$ cat src/rtl/cmd_sequencer_pkg.sv
// Shared protocol constants, state encoding and dimension type for the
// UART command sequencer.
package cmd_sequencer_pkg;

  localparam logic [7:0] MATRIX_MULT = 8'h01;
  localparam logic [7:0] ACK         = 8'hA5;

  typedef logic [7:0] dim_t;

  typedef enum logic [3:0] {
    ST_IDLE,
    ST_HDR,
    ST_ACK,
    ST_LOAD_A,
    ST_LOAD_B,
    ST_START,
    ST_WAIT,
    ST_RD,
    ST_SEND
  } seq_state_t;

  function automatic logic [15:0] elem_count(input dim_t rows, input dim_t cols);
    return 16'(rows) * 16'(cols);
  endfunction

endpackage

$ cat src/rtl/cmd_sequencer_byte_packer.sv
// Assembles four received bytes, MSB first, into a 32-bit word; done pulses
// for one cycle once the fourth byte has been shifted in.
module byte_packer (
  input  logic        clk,
  input  logic        rst,
  input  logic        clr,
  input  logic        in_vld,
  input  logic [7:0]  in_byte,
  output logic [31:0] word,
  output logic        done
);

  logic [1:0] cnt;

  always_ff @(posedge clk or posedge rst) begin
    if (rst) begin
      cnt  <= 2'd0;
      word <= 32'd0;
      done <= 1'b0;
    end else begin
      done <= 1'b0;
      if (clr) begin
        cnt <= 2'd0;
      end else if (in_vld) begin
        word <= {word[23:0], in_byte};
        cnt  <= cnt + 2'd1;
        done <= (cnt == 2'd3);
      end
    end
  end

endmodule

$ cat src/rtl/cmd_sequencer.sv
// Host command sequencer: parses header/operands from the UART, loads the A/B
// buffers, runs the multiply and streams results back. Optional header
// acknowledge byte is enabled with FUMPY_CMD_ACK_EN.
module cmd_sequencer
  import cmd_sequencer_pkg::*;
#(
  parameter int MAX_DIM = 4,
  parameter int ADDR_W  = $clog2(MAX_DIM*MAX_DIM)
) (
  input  logic              clk,
  input  logic              rst,
  input  logic              rx_valid,
  input  logic [7:0]        rx_data,
  output logic              tx_send,
  output logic [7:0]        tx_data,
  input  logic              tx_done,
  output logic              buf_we,
  output logic              buf_sel,
  output logic [ADDR_W-1:0] buf_addr,
  output logic [31:0]       buf_wdata,
  output logic              mm_start,
  output dim_t              mm_a_h,
  output dim_t              mm_a_w,
  output dim_t              mm_b_w,
  input  logic              mm_done,
  output logic              res_rd_en,
  output logic [ADDR_W-1:0] res_addr,
  input  logic [31:0]       res_rdata,
  output logic              busy,
  output logic              err
);

  seq_state_t        state, state_nxt;
  logic [1:0]        hdr_cnt;
  dim_t              b_h;
  logic [ADDR_W-1:0] word_idx;
  logic [ADDR_W-1:0] res_idx;
  logic [31:0]       res_word;
  logic [1:0]        byte_cnt;
  logic              snd_load;
  logic              tx_wait;
  logic              pk_done;
  logic [31:0]       pk_word;
  logic              loading, hdr_last, hdr_ok;
  logic              last_a, last_b, last_r, snd_ack, overrun;

  function automatic logic dim_ok(input dim_t d);
    return (d != 8'd0) && (d <= 8'(MAX_DIM));
  endfunction

  assign loading  = (state == ST_LOAD_A) || (state == ST_LOAD_B);
  assign hdr_last = (state == ST_HDR) && rx_valid && (hdr_cnt == 2'd3);
  // rx_data is the b_w byte on the cycle the header is validated
  assign hdr_ok   = dim_ok(mm_a_h) && dim_ok(mm_a_w) && dim_ok(b_h) &&
                    dim_ok(rx_data) && (mm_a_w == b_h);
  assign last_a   = (16'(word_idx) == elem_count(mm_a_h, mm_a_w) - 16'd1);
  assign last_b   = (16'(word_idx) == elem_count(b_h, mm_b_w) - 16'd1);
  assign last_r   = (16'(res_idx) == elem_count(mm_a_h, mm_b_w) - 16'd1);
  assign snd_ack  = tx_wait && tx_done;
  assign overrun  = rx_valid && ((state == ST_START) || (state == ST_WAIT) ||
                                 (state == ST_RD) || (state == ST_SEND) ||
                                 (state == ST_ACK));

  byte_packer u_packer (
    .clk     (clk),
    .rst     (rst),
    .clr     (!loading),
    .in_vld  (rx_valid),
    .in_byte (rx_data),
    .word    (pk_word),
    .done    (pk_done)
  );

  assign buf_we    = pk_done && loading;
  assign buf_sel   = (state == ST_LOAD_B);
  assign buf_addr  = word_idx;
  assign buf_wdata = pk_word;
  assign mm_start  = (state == ST_START);
  assign res_rd_en = (state == ST_RD);
  assign res_addr  = res_idx;
  assign busy      = (state != ST_IDLE);

  always_ff @(posedge clk or posedge rst) begin
    if (rst) state <= ST_IDLE;
    else     state <= state_nxt;
  end

  always_comb begin
    state_nxt = state;
    case (state)
      ST_IDLE:   if (rx_valid && (rx_data == MATRIX_MULT)) state_nxt = ST_HDR;
      ST_HDR: begin
        if (hdr_last) begin
`ifdef FUMPY_CMD_ACK_EN
          state_nxt = hdr_ok ? ST_ACK : ST_IDLE;
`else
          state_nxt = hdr_ok ? ST_LOAD_A : ST_IDLE;
`endif
        end
      end
`ifdef FUMPY_CMD_ACK_EN
      ST_ACK:    if (snd_ack) state_nxt = ST_LOAD_A;
`endif
      ST_LOAD_A: if (pk_done && last_a) state_nxt = ST_LOAD_B;
      ST_LOAD_B: if (pk_done && last_b) state_nxt = ST_START;
      ST_START:  state_nxt = ST_WAIT;
      ST_WAIT:   if (mm_done) state_nxt = ST_RD;
      ST_RD:     state_nxt = ST_SEND;
      ST_SEND:   if (snd_ack && (byte_cnt == 2'd3)) state_nxt = last_r ? ST_IDLE : ST_RD;
      default:   state_nxt = ST_IDLE;
    endcase
  end

  always_ff @(posedge clk or posedge rst) begin
    if (rst) begin
      hdr_cnt  <= 2'd0;
      mm_a_h   <= 8'd0;
      mm_a_w   <= 8'd0;
      b_h      <= 8'd0;
      mm_b_w   <= 8'd0;
      word_idx <= '0;
      res_idx  <= '0;
      res_word <= 32'd0;
      byte_cnt <= 2'd0;
      snd_load <= 1'b0;
      tx_wait  <= 1'b0;
      tx_send  <= 1'b0;
      tx_data  <= 8'd0;
      err      <= 1'b0;
    end else begin
      tx_send <= 1'b0;
      if (overrun) err <= 1'b1;
      case (state)
        ST_IDLE: begin
          if (rx_valid && (rx_data == MATRIX_MULT)) begin
            err     <= 1'b0;
            hdr_cnt <= 2'd0;
          end
        end
        ST_HDR: begin
          if (rx_valid) begin
            hdr_cnt <= hdr_cnt + 2'd1;
            case (hdr_cnt)
              2'd0:    mm_a_h <= rx_data;
              2'd1:    mm_a_w <= rx_data;
              2'd2:    b_h    <= rx_data;
              default: mm_b_w <= rx_data;
            endcase
          end
          if (hdr_last) begin
            word_idx <= '0;
            if (!hdr_ok) begin
              err <= 1'b1;
            end else begin
`ifdef FUMPY_CMD_ACK_EN
              tx_send <= 1'b1;
              tx_data <= ACK;
              tx_wait <= 1'b1;
`endif
            end
          end
        end
        ST_ACK: begin
          if (snd_ack) tx_wait <= 1'b0;
        end
        ST_LOAD_A: begin
          if (pk_done) word_idx <= last_a ? '0 : word_idx + ADDR_W'(1);
        end
        ST_LOAD_B: begin
          if (pk_done) word_idx <= last_b ? '0 : word_idx + ADDR_W'(1);
          res_idx <= '0;
        end
        ST_RD: begin
          snd_load <= 1'b1;
          byte_cnt <= 2'd0;
        end
        ST_SEND: begin
          // res_rdata is valid on the first SEND cycle, one after the read strobe
          if (snd_load) begin
            snd_load <= 1'b0;
            res_word <= {res_rdata[23:0], 8'd0};
            tx_data  <= res_rdata[31:24];
            tx_send  <= 1'b1;
            tx_wait  <= 1'b1;
          end else if (snd_ack) begin
            tx_wait <= 1'b0;
            if (byte_cnt != 2'd3) begin
              byte_cnt <= byte_cnt + 2'd1;
              res_word <= {res_word[23:0], 8'd0};
              tx_data  <= res_word[31:24];
              tx_send  <= 1'b1;
              tx_wait  <= 1'b1;
            end else if (!last_r) begin
              res_idx <= res_idx + ADDR_W'(1);
            end
          end
        end
        default: ;
      endcase
    end
  end

endmodule

$ cat config.mk
export PLATFORM = sky130hd
export DESIGN_NAME = cmd_sequencer
export DESIGN_NICKNAME = d
export VERILOG_FILES = /design/src/rtl/cmd_sequencer_pkg.sv /design/src/rtl/cmd_sequencer_byte_packer.sv /design/src/rtl/cmd_sequencer.sv
export SDC_FILE = /design/constraint.sdc
export NUM_CORES = 1
export LEC_CHECK = 0
export BUFFER_PORTS_ARGS = -buffer_cell sky130_fd_sc_hd__buf_2
export CAP_MARGIN = 10
export CORE_MARGIN = 10
export CORE_UTILIZATION = 40
export CTS_CLUSTER_DIAMETER = 150
export DETAILED_ROUTE_END_ITERATION = 10
export SLEW_MARGIN = 0
export SYNTH_ARGS = -nofsm -noshare
export SYNTH_HDL_FRONTEND = slang
export SYNTH_SLANG_ARGS = --single-unit
export TNS_END_PERCENT = 5
$ cat constraint.sdc
create_clock -name clk -period 16.1 [get_ports clk]
set_input_delay 3.22 -clock clk [delete_from_list [all_inputs] [get_ports clk]]
set_output_delay 3.22 -clock clk [all_outputs]
set_load 0.05 [all_outputs]
After elaboration in Yosys (flattened, before gate mapping):

Cells that the tools add are included.

* flip-flop bits (word level): 127
* input port bits: 45
* output and inout port bits: 79
* logic and storage cells: 170

* add/subtract/negate cells: 8
* multipliers: 3
* magnitude comparators: 4
* equality and inequality tests: 36
* muxes and demuxes: 51
* bitwise gates (word level): 1
* reductions and logical operators: 49

Operators with widths (count)
* 2-to-1 mux 32 bit: 3
* 2-to-1 mux 4 bit: 15
* == test 4 x 16 -> 1 bit: 3
* multiplier 8 x 8 -> 16 bit: 3
* subtractor 16 x 1 -> 16 bit, second input constant: 3
* <= comparator 8 x 3 -> 1 bit, second input constant: 4
* case mux 4 bit (8 select lines): 1
* nonzero test 8 bit: 4
* 2-to-1 mux 8 bit: 3
* != test 2 bit, second input constant: 11
* AND reduction 3 bit: 7
* logical AND 1 bit: 17
* == test 4 x 3 -> 1 bit, second input constant: 4
* 2-to-1 mux 2 bit: 8
* 2-to-1 mux 1 bit: 13
* != test 2 x 1 -> 1 bit, second input constant: 6
* case mux 4 bit (3 select lines): 1
* nonzero test 2 bit: 6
* adder 4 x 1 -> 4 bit, second input constant: 2
* == test 2 bit, second input constant: 4
* == test 4 x 2 -> 1 bit, second input constant: 2
* == test 8 x 1 -> 1 bit, second input constant: 1
* == test 8 bit: 1
* case mux 2 bit (2 select lines): 2
* 19 further kinds: 28

Depth between registers and ports, before layout:

* depth in word-level cells: 10
* mapped depth: 22
* gate-level depth less buffers: 19

Modules after synthesis:

A second synthesis with hierarchy kept.

* cell total of the unflattened synthesis: 1307
* area, all modules: 12538.3 um^2

By module, submodules not included
* cmd_sequencer: times used 1, cells an instance 1227, area an instance 11065.6 um^2, sequential area each 2102.0 um^2
* byte_packer: times used 1, cells an instance 80, area an instance 1472.7 um^2, sequential area each 875.8 um^2

Worst setup path before layout:

No wires, ideal clock.

* path type: flip-flop to flip-flop
* from: register mm_a_h[5]
* to: register state[0]
* setup time: 0.125 ns
* arrival time: 5.864 ns
* data required time: 15.975 ns
* slack: 10.111 ns
* cell stages (with the launch flop): 21
* buffers on the path: 2
* clock period less this slack: 5.989 ns
* path through: dfrtp_1 clkbuf_1 clkbuf_1 nand2_1 fa_1 fa_1 inv_1 fa_1 inv_1 fa_1 inv_1 ha_1 a21oi_1 o22ai_1 a211oi_1 nand4_1 or4_4 a2111oi_4 a21oi_2 nor3_1 mux2_2

* cells in the longest elaborated chain, start to end: 9
* elaborated cells on any way between the ends: 21
* those cells by class: add/sub (2); mul (2); order compare (1); eq/ne (3); mux (5); reduce/logical (8)

RTL lines
* start: declaration: line cmd_sequencer.sv:22 `output dim_t mm_a_h,`
* start signal: assignment: line cmd_sequencer.sv:144 `2'd0: mm_a_h <= rx_data;`
* parallel branches: the longest is 9 deep, another holds multiplier 8 x 8 -> 16 bit
* end signal: assignment: line cmd_sequencer.sv:85 `else state <= state_nxt;`
* end: declaration: line cmd_sequencer.sv:33 `seq_state_t state, state_nxt;`

Several ways; the timed one is not identified. The select of a mux whose other input is x is not followed.
A chain may end at the register's enable or synchronous reset.

Worst setup path in the final report:

* from: register mm_a_h[3]
* to: register state[1]

The elaborated chain is that of the path after synthesis.

==> metrics.md <==
| Metric | Value |
|---|---|
| Total of max-cap violations | `0` |
| Fin. max-slew vios | `0` |
| Post-CTS setup buffers | `0` |
| CP Max Fanout | `19` |
| TritonRoute pass-1 iters | `5` |
| Path type of the worst setup path | `flip-flop to flip-flop` |
| Area Overhead vs Synth | `11.1%` |
| CTS tree | `yes` |
| TNS Setup | `0 ns` |
| Synth Instances | `1381` |
| Vias per Instance | `5.23` |
| Synth area leader | `dfrtp_1` |
| CTS sink cnt | `119` |
| Post-DP HPWL | `24400 um` |
| Clock latency on the worst-skew pair | `0.42 ns` |
| Via Count | `9771` |
| Synth top area cells | `dfrtp_1 (23%), fa_1 (19%), ha_1 (12%)` |
| Crit path from | `mm_a_h[3]` |
| Cts bufs inserted | `17` |
| Status | `complete, no violations` |
| H-tree Lvls | `4` |
| Layout fillers | `3038` |
| Final hold vios | `0` |
| Multi-input logic area | `0.00888 mm2` |
| Top-count cell post-synth | `nand2_1` |
| Root buffer cell | `clkbuf_16` |
| Data required, critical path | `16.41 ns` |
| R2R Setup Slk | `10.0 ns` |
| Mapped Area | `0.0128 mm2` |
| Mux share of post-synthesis cell area | `8.36%` |
| Post-synth EDFFs | `0` |
| Crit-path most repeated cell | `fa_1` |
| Worst R2R Start | `mm_a_h[3]` |
| Die ar. | `0.0397 mm2` |
| NumNets Final | `1747` |
| Kind of start point of the critical path | `flip-flop` |
| Mapped Nets | `1674` |
| Slew margin rel. | `34.8%` |
| Die width | `199 um` |
| Final Critical Period | `6.10 ns` |
| Tightest Hold Check Type | `flip-flop to flip-flop` |
| First-pass GRT wire length | `52200 um` |
| Routability cong. | `0.869` |
| DRC violations left | `0` |
| Worst setup margin | `10.0 ns` |
| FF/Latch Area | `0.00298 mm2` |
| Die H | `199 um` |
| Yosys cell types | `83` |
| Adder-cell share of the synthesized area | `31.4%` |
| CP cell instances | `nand2_1 -> fa_1 -> fa_1 -> inv_1 -> fa_1 -> inv_1 -> fa_1 -> inv_1 -> ha_1 -> a21oi_1 -> o22ai_1 -> a211oi_1 -> nand4_1 -> or4_4 -> a2111oi_4 -> a21oi_2 -> or2_1 -> o41ai_2` |
| Antenna viol nets, final | `0` |
| Simple-Gate Fraction of Synth Area | `15.8%` |
| Clk slew on worst S/H paths | `0.06 ns` |
| Maximum clock path buffer count | `2` |
| Synth Area in Compound Gates | `10.8%` |
| Hold Crit Start | `tx_data[2]` |
| WL per Instance | `16.7 um` |
| Finish-stage setup viols | `0` |
| DRT iter0 DRCs | `479` |
| RSZ-0062 raised after global routing | `false` |
| I/O Buffers | `123` |
| WL final | `31300 um` |
| Hold Slack | `0.474 ns` |
| Initial Util | `40.6%` |
| Most used DFF post-synth | `dfrtp_1` |
| Largest net degree at the start of global routing | `78` |
| Antenna violations before repair | `2` |
| Post-synthesis xor/xnor area fraction | `2.77%` |
| Part of the cycle the worst path needs | `37.9%` |
| Fmax | `0.164 GHz` |
| Crit end category | `flip-flop` |
| Worst Path Buf+Inv | `3` |
| Fraction of layout cells with a size suffix above 1 | `17.3%` |
| Total gr overflow | `0` |
| Crit path max-delay family | `adder cells` |
| Post-synth top cells | `nand2_1 (227), inv_1 (167), ha_1 (125), fa_1 (123), dfrtp_1 (119)` |
| Slew at the pin with the worst max-slew slack | `0.979 ns` |
| Post-Syn Area per Cell | `9.29 um2` |
| Data arrival time of the worst path | `6.41 ns` |
| Clock Skew | `0.0108 ns` |
| Tot GR Track Use | `16.0%` |
| Post-CTS Resized | `0` |
| Post-synthesis sequential area ratio | `23.2%` |
| Largest family of logic cells by synthesized area | `adder cells` |
| YS warnings | `0` |
| Synthesized flop and latch total | `119` |
| Largest stage delay on the critical path | `0.77 ns` |
| Hold Buf Count CTS | `0` |
| Async SR Flop Fraction | `100%` |
| Site Rows | `65` |
| Slowest CP cell | `dfrtp_1` |
| Core ar. | `0.0316 mm2` |
| Io pins | `124` |
| Synth top area share | `23.2%` |
| Vias in the first global route | `10200` |
| Setup WS pre-CTS | `10.01 ns` |
[worst paths after layout]
path | endpoint | depth (start not counted)
hold / removal | tx_data[2] | 2
setup reg to reg | state[1] | 18
hold reg to reg | tx_data[2] | 2
min in group asynchronous | res_word[31] | 2
setup / recovery | state[1] | 18
max in group asynchronous | mm_a_w[5] | 3
[worst min-delay path: stages, from the launching register on]
cell     delay (ns)
dfrtp_1        0.34
nand2_1        0.05
o21ai_0        0.06
[stage by stage]
step | instance area, um2 | std cells | util (%)
6_report | 14300 | 1870 | 45.1
2_1_floorplan | 12800 | 1381 | -
4_1_cts | 14300 | 1869 | 45.1
3_3_place_gp | 13600 | 1836 | 43.1
5_1_grt | 14300 | 1869 | 45.1
3_5_place_dp | 13600 | 1837 | 43.1
[metal layers]
metal | track usage (%) | vias to the layer above | wire [um]
met5 | 0 | - | 25
met4 | 3.33 | 4 | 386
met3 | 3.33 | 27 | 1460
met2 | 26.4 | 183 | 14900
met1 | 21.0 | 4796 | 14600
li1 | - | 4761 | -
[cell type report]
class / instances / area share (%)
inverters: 168 / 4.44
multi-input cells: 1020 / 62.2
well taps: 402 / 3.53
flip-flops and latches: 119 / 20.9
repair buffers: 128 / 4.56
clock buffers: 18 / 3.01
diodes: 1 / 0.0175
clock inverters: 14 / 1.32
[layout by cell type (no fill, tap or decap), types with 7 or more instances in the layout]
master / instances
nor3_1: 21
a22o_1: 11
o21ai_0: 55
and2_1: 41
a21o_1: 13
nand3_1: 21
nand2_1: 227
ha_1: 125
xor2_1: 20
fa_1: 123
xnor2_1: 18
dfrtp_1: 119
inv_1: 166
o22ai_1: 7
clkbuf_16: 17
buf_2: 124
nor4_1: 12
nand4_1: 10
mux2i_1: 33
and3_1: 9
nor2_1: 42
mux2_2: 66
or2_2: 7
a21oi_1: 42
a211oi_1: 8
o211ai_1: 11
[registers in the layout, summed over array words and instances, names as in the netlist, 2 cells and up]
signal / count
mm_a_w: 8
res_word: 24
mm_a_h: 8
hdr_cnt: 2
res_addr: 4
mm_b_w: 8
byte_cnt: 2
u_packer.cnt: 2
b_h: 8
tx_data: 8
state: 4
u_packer.word: 32
buf_addr: 4
[cell families (layout without fill, tap and decap cells)]
group	after synthesis	after routing
AOI/OAI and AO/OA	203	203
xor gates and xnor gates	39	39
adders and majority gates	248	248
buffers and inverters	242	328
DFF	119	119
muxes	99	99
other	0	1
and+or+nand+nor	431	431
Power is not shown: default switching activity piles up to over one toggle a cycle in this logic, so the estimate is an artifact.
